==> config.mk <==
export PLATFORM = sky130hd
export DESIGN_NAME = pin_turnaround_sched
export DESIGN_NICKNAME = d
export VERILOG_FILES = /design/src/rtl/pin_turnaround_sched.sv
export SDC_FILE = /design/constraint.sdc
export NUM_CORES = 1
export LEC_CHECK = 0
export ABC_AREA = 1
export CAP_MARGIN = 20
export CORE_MARGIN = 2
export CORE_UTILIZATION = 53
export CTS_BUF_LIST = sky130_fd_sc_hd__clkbuf_16
export DETAILED_ROUTE_END_ITERATION = 8
export PLACE_DENSITY = 0.84
export SLEW_MARGIN = 20
export SYNTH_ARGS = -nofsm -noshare
export SYNTH_HDL_FRONTEND = slang
export SYNTH_SLANG_ARGS = --single-unit
==> constraint.sdc <==
create_clock -name clk -period 1.9 [get_ports clk]
set_input_delay 0.57 -clock clk [delete_from_list [all_inputs] [get_ports clk]]
set_output_delay 0.57 -clock clk [all_outputs]
set_load 0.05 [all_outputs]
==> src/rtl/pin_turnaround_sched.sv <==
// pin_turnaround_sched: time-division drive/release/sample scheduler for a
// bank of bidirectional tristate pins. Each pin in turn is driven with one
// bit of a latched pattern, released for a turnaround window, then sampled
// through a 2-flop synchronizer. A full sampled vector is published once per
// frame with a one-cycle valid pulse.
module pin_turnaround_sched #(
  parameter int NPINS        = 4,
  parameter int DRIVE_CYCLES = 16,
  parameter int TURN_CYCLES  = 3
) (
  input  logic             clk,
  input  logic             rst,
  input  logic [NPINS-1:0] pattern,
  input  logic             pattern_valid,
  output logic             pattern_ready,
  output logic [NPINS-1:0] pin_oe,
  output logic [NPINS-1:0] pin_dout,
  input  logic [NPINS-1:0] pin_din,
  output logic [NPINS-1:0] samples,
  output logic             samples_valid,
  output logic             busy
);

  localparam int IW   = (NPINS > 1) ? $clog2(NPINS) : 1;
  localparam int CMAX = (DRIVE_CYCLES > TURN_CYCLES) ? DRIVE_CYCLES : TURN_CYCLES;
  localparam int CW   = (CMAX > 1) ? $clog2(CMAX) : 1;

  typedef enum logic [1:0] {
    IDLE   = 2'd0,
    DRIVE  = 2'd1,
    TURN   = 2'd2,
    SAMPLE = 2'd3
  } state_t;

  state_t           state_reg;
  logic [IW-1:0]    idx_reg;
  logic [CW-1:0]    cnt_reg;
  logic [NPINS-1:0] pat_q_reg;
  logic [NPINS-1:0] shadow_reg;
  logic [NPINS-1:0] samples_reg;
  logic             samples_valid_reg;
  logic [NPINS-1:0] pin_oe_reg;
  logic [NPINS-1:0] pin_dout_reg;
  logic             ready_reg;
  logic             busy_reg;

  logic [NPINS-1:0] din_meta_reg;
  logic [NPINS-1:0] din_s_reg;

  // Next pin index and the per-bit views derived from it.
  logic [IW-1:0]    idx_inc;
  logic [NPINS-1:0] onehot_inc;
  logic [NPINS-1:0] shadow_cap;

  assign idx_inc = idx_reg + IW'(1);

  // Per-pin decode: one-hot select of the next pin, and the shadow vector
  // with the current pin's synchronized level merged in.
  genvar gi;
  generate
    for (gi = 0; gi < NPINS; gi = gi + 1) begin : g_pin
      assign onehot_inc[gi] = (idx_inc == IW'(gi));
      assign shadow_cap[gi] = (idx_reg == IW'(gi)) ? din_s_reg[gi] : shadow_reg[gi];
    end
  endgenerate

  // Two-flop synchronizer for the asynchronous pad inputs, always running.
  always_ff @(posedge clk) begin
    if (rst) begin
      din_meta_reg <= '0;
      din_s_reg    <= '0;
    end else begin
      din_meta_reg <= pin_din;
      din_s_reg    <= din_meta_reg;
    end
  end

  // Scheduler FSM; all pad-facing and handshake outputs are registered here.
  always_ff @(posedge clk) begin
    if (rst) begin
      state_reg         <= IDLE;
      idx_reg           <= '0;
      cnt_reg           <= '0;
      pat_q_reg         <= '0;
      shadow_reg        <= '0;
      samples_reg       <= '0;
      samples_valid_reg <= 1'b0;
      pin_oe_reg        <= '0;
      pin_dout_reg      <= '0;
      ready_reg         <= 1'b1;
      busy_reg          <= 1'b0;
    end else begin
      samples_valid_reg <= 1'b0;
      case (state_reg)
        IDLE: begin
          if (pattern_valid) begin
            pat_q_reg    <= pattern;
            idx_reg      <= '0;
            cnt_reg      <= '0;
            state_reg    <= DRIVE;
            pin_oe_reg   <= NPINS'(1);
            pin_dout_reg <= NPINS'(pattern[0]);
            ready_reg    <= 1'b0;
            busy_reg     <= 1'b1;
          end
        end
        DRIVE: begin
          if (cnt_reg == CW'(DRIVE_CYCLES - 1)) begin
            cnt_reg      <= '0;
            state_reg    <= TURN;
            pin_oe_reg   <= '0;
            pin_dout_reg <= '0;
          end else begin
            cnt_reg <= cnt_reg + CW'(1);
          end
        end
        TURN: begin
          if (cnt_reg == CW'(TURN_CYCLES - 1)) begin
            cnt_reg   <= '0;
            state_reg <= SAMPLE;
          end else begin
            cnt_reg <= cnt_reg + CW'(1);
          end
        end
        SAMPLE: begin
          shadow_reg <= shadow_cap;
          if (idx_reg == IW'(NPINS - 1)) begin
            samples_reg       <= shadow_cap;
            samples_valid_reg <= 1'b1;
            state_reg         <= IDLE;
            ready_reg         <= 1'b1;
            busy_reg          <= 1'b0;
          end else begin
            idx_reg      <= idx_inc;
            cnt_reg      <= '0;
            state_reg    <= DRIVE;
            pin_oe_reg   <= onehot_inc;
            pin_dout_reg <= onehot_inc & pat_q_reg;
          end
        end
        default: begin
          state_reg    <= IDLE;
          pin_oe_reg   <= '0;
          pin_dout_reg <= '0;
          ready_reg    <= 1'b1;
          busy_reg     <= 1'b0;
        end
      endcase
    end
  end

  assign pattern_ready = ready_reg;
  assign busy          = busy_reg;
  assign pin_oe        = pin_oe_reg;
  assign pin_dout      = pin_dout_reg;
  assign samples       = samples_reg;
  assign samples_valid = samples_valid_reg;

endmodule

==> results of run 1 <==
## cells by family after synthesis
group / Yosys count
and+or+nand+nor: 107
DFF: 38
buffers and inverters: 37
AOI/OAI and AO/OA: 36
adders and majority gates: 15
## cells in the mapped netlist (all sizes together)
master / count / area [µm²]
nand3: 16 / 85.1
dfxtp: 38 / 761
nand4: 2 / 12.5
ha: 15 / 188
clkbuf: 2 / 7.51
o21ai: 18 / 90.1
nor2: 32 / 136
nand2: 52 / 245
nor3: 2 / 10.0
clkinv: 1 / 5.00
a21oi: 18 / 90.1
nand3b: 3 / 22.5
inv: 30 / 113
buf: 4 / 41.3
## worst max-delay path by stage
stage          slack, ns  depth (start not counted)           to          start
3_5_place_dp      -0.006                          8  pin_dout[0]  pattern_valid
2_1_floorplan       0.52                          8  pin_dout[0]   state_reg[0]
3_3_place_gp        0.07                          8  pin_dout[0]  pattern_valid
6_report            0.22                          6  pin_dout[0]   state_reg[0]
5_1_grt             0.03                          6  pin_dout[0]   state_reg[0]
4_1_cts             0.20                          6  pin_dout[0]   state_reg[0]
## cell type report
cell class                      count  area [µm²]
Multi-Input combinational cell    158         880
Timing Repair Buffer               30         250
Inverter                           31         118
Fill cell                         298        1070
Sequential cell                    38         761
Clock buffer                        5         125
Tap cell                           46        57.6
Clock inverter                      3        45.0
## worst max-delay path: stages (launching register included)
cell,delay [ns]
dfxtp_1,0.39
ha_1,0.49
inv_1,0.30
nand3_1,0.14
nand2_1,0.06
o21ai_1,0.14
nor2_1,0.06
## power by group
group	internal [mW]	total [mW]	switching, mW
combinational	0.294	0.902	0.609
clock	0.618	0.949	0.331
sequential	0.903	0.969	0.0660
total	1.81	2.82	1.01
## placed cells by master (no fill, tap or decap)
master           instances
nor2_1                  31
clkinv_2                 1
nand3b_1                 3
a21oi_1                 18
nand2_4                  2
ha_1                    15
nand2_2                  1
buf_4                   20
inv_1                   30
nand3_2                  1
clkbuf_16                5
nor3_1                   2
bufinv_16                1
nand2_1                 47
clkinvlp_4               2
nand2_8                  2
o21ai_0                 16
nand3_1                 15
dfxtp_1                 38
clkdlybuf4s50_1         10
nor2_8                   1
o21ai_1                  2
nand4_1                  2
## routing by layer
layer,share of wire [%],GRT usage (%)
met4,3.2,13.1
met1,45,22.6
met2,47,37.0
met3,4.5,4.32
met5,0,0
## per-stage QoR
step | cell area [µm²] | util [%]
after floorplan | 1810 | -
after global placement | 2070 | 62.4
after detailed placement | 2070 | 62.4
after CTS | 2240 | 67.5
after global routing | 2240 | 67.5
final | 2240 | 67.5
==> reports/metrics.cfg, run 1 <==
[worst_setup_path]
timing.rr.start=state_reg[0]
end_kind=register
worstSetupPathType=register to register
r2r_setup_slack_ns=0.22
reg2reg_to=pin_dout[0]
arrival_ns=1.86
start_kind=register
reg2reg_depth=6
critPathRequiredTime_ns=2.08
path_max_fanout=11

[clock_network]
tritoncts=yes
cts-root-buf=clkbuf_16
ctsHoldBuffers=0
clock_path_buffers=2
cts_resized=0
path_clk_slew_ns=0.06
postCtsSetupRepairBufs=0
cts-buffers-inserted=5
clock_latency_ns=0.28
htree_num_levels=2
cts_sinks=38

[floorplanning]
fp.dieW_um=62.4
initial_core_util_pct=54.6
dieHeight_um=62.4
core_um2=3310
io_pins=26
row_count=21
die_area_um2=3890

[drt]
postRouteAntennaNets=0
viasPerCell=4.92
drc_errors=0
vias=1529
routed_wl_um=3730
wire_per_inst_um=12.0
drt-initial-drc-count=49
drtPass1Iterations=4

[power]
power-per-cell-area_nw_per_um2=1260
p_leak_nw=1.01
power_mw=2.82
ir_drop_uv=832

[logic_synthesis]
syn_avg_cell_area_um2=7.75
synth-seq-cells=38
synth.mux.area_fraction_pct=0
yosysWarningCount=0
synth_cell_types=21
synth_area_um2=1810
synthesis.nets=259
synth_xor_area_share_pct=0
synthSimpleGateAreaFrac_pct=28.3
synth_top_family_by_area=simple AND/OR/NAND/NOR gates
synth_cells=233
synth_seq_area_share_pct=42.1
synthAdderAreaFrac_pct=10.4
synth_compound_area_share_pct=9.97

[layout]
area.growth.synth_to_final_pct=23.8
final_cells=311
n_antenna_cell=0
drive_above_1_share_pct=13.6
fin_nets=290

[grt]
grt_use_total_pct=20.8
grt_max_degree=16
grt_pass1_vias=1450
grt_pass1_wl_um=6290
antenna_found_initial=0
grt-ovfl-total=0

[place]
dpl.hpwl_um=2690
port_buffers=25
placed_cells=303
gp_congestion=0.822
dpl_worst_slack_ns=-0.00620

[worst_hold_path]
worstHoldStart=din_meta_reg[1]
hp-class=register to register
hold_end=din_s_reg[1]
whs_path_depth=2

[sta]
worst_clock_skew_ns=0.00678
holdWs_ns=0.407
worst_slew_pin_slew_ns=0.496
min_period_ns=1.68
fin_crit_sh_pct=88.5
setup_slack_ns=0.218
slew_violations=0
setup_tns_ns=0
hold_viol=0
rsz0062_at_grt=false
relSlewSlack_pct=66.9
setup_viol=0
fmax_mhz=595

[run]
drv_cap=0

[outcome]
status=finished, final reports clean

Power figures use the tool's default switching activity.
==> run 2, diff against run 1 <==
- SLEW_MARGIN: 20 -> 25
==> results of run 2 <==
No change in the layout: final DEF, timing and power equal those of run 1.
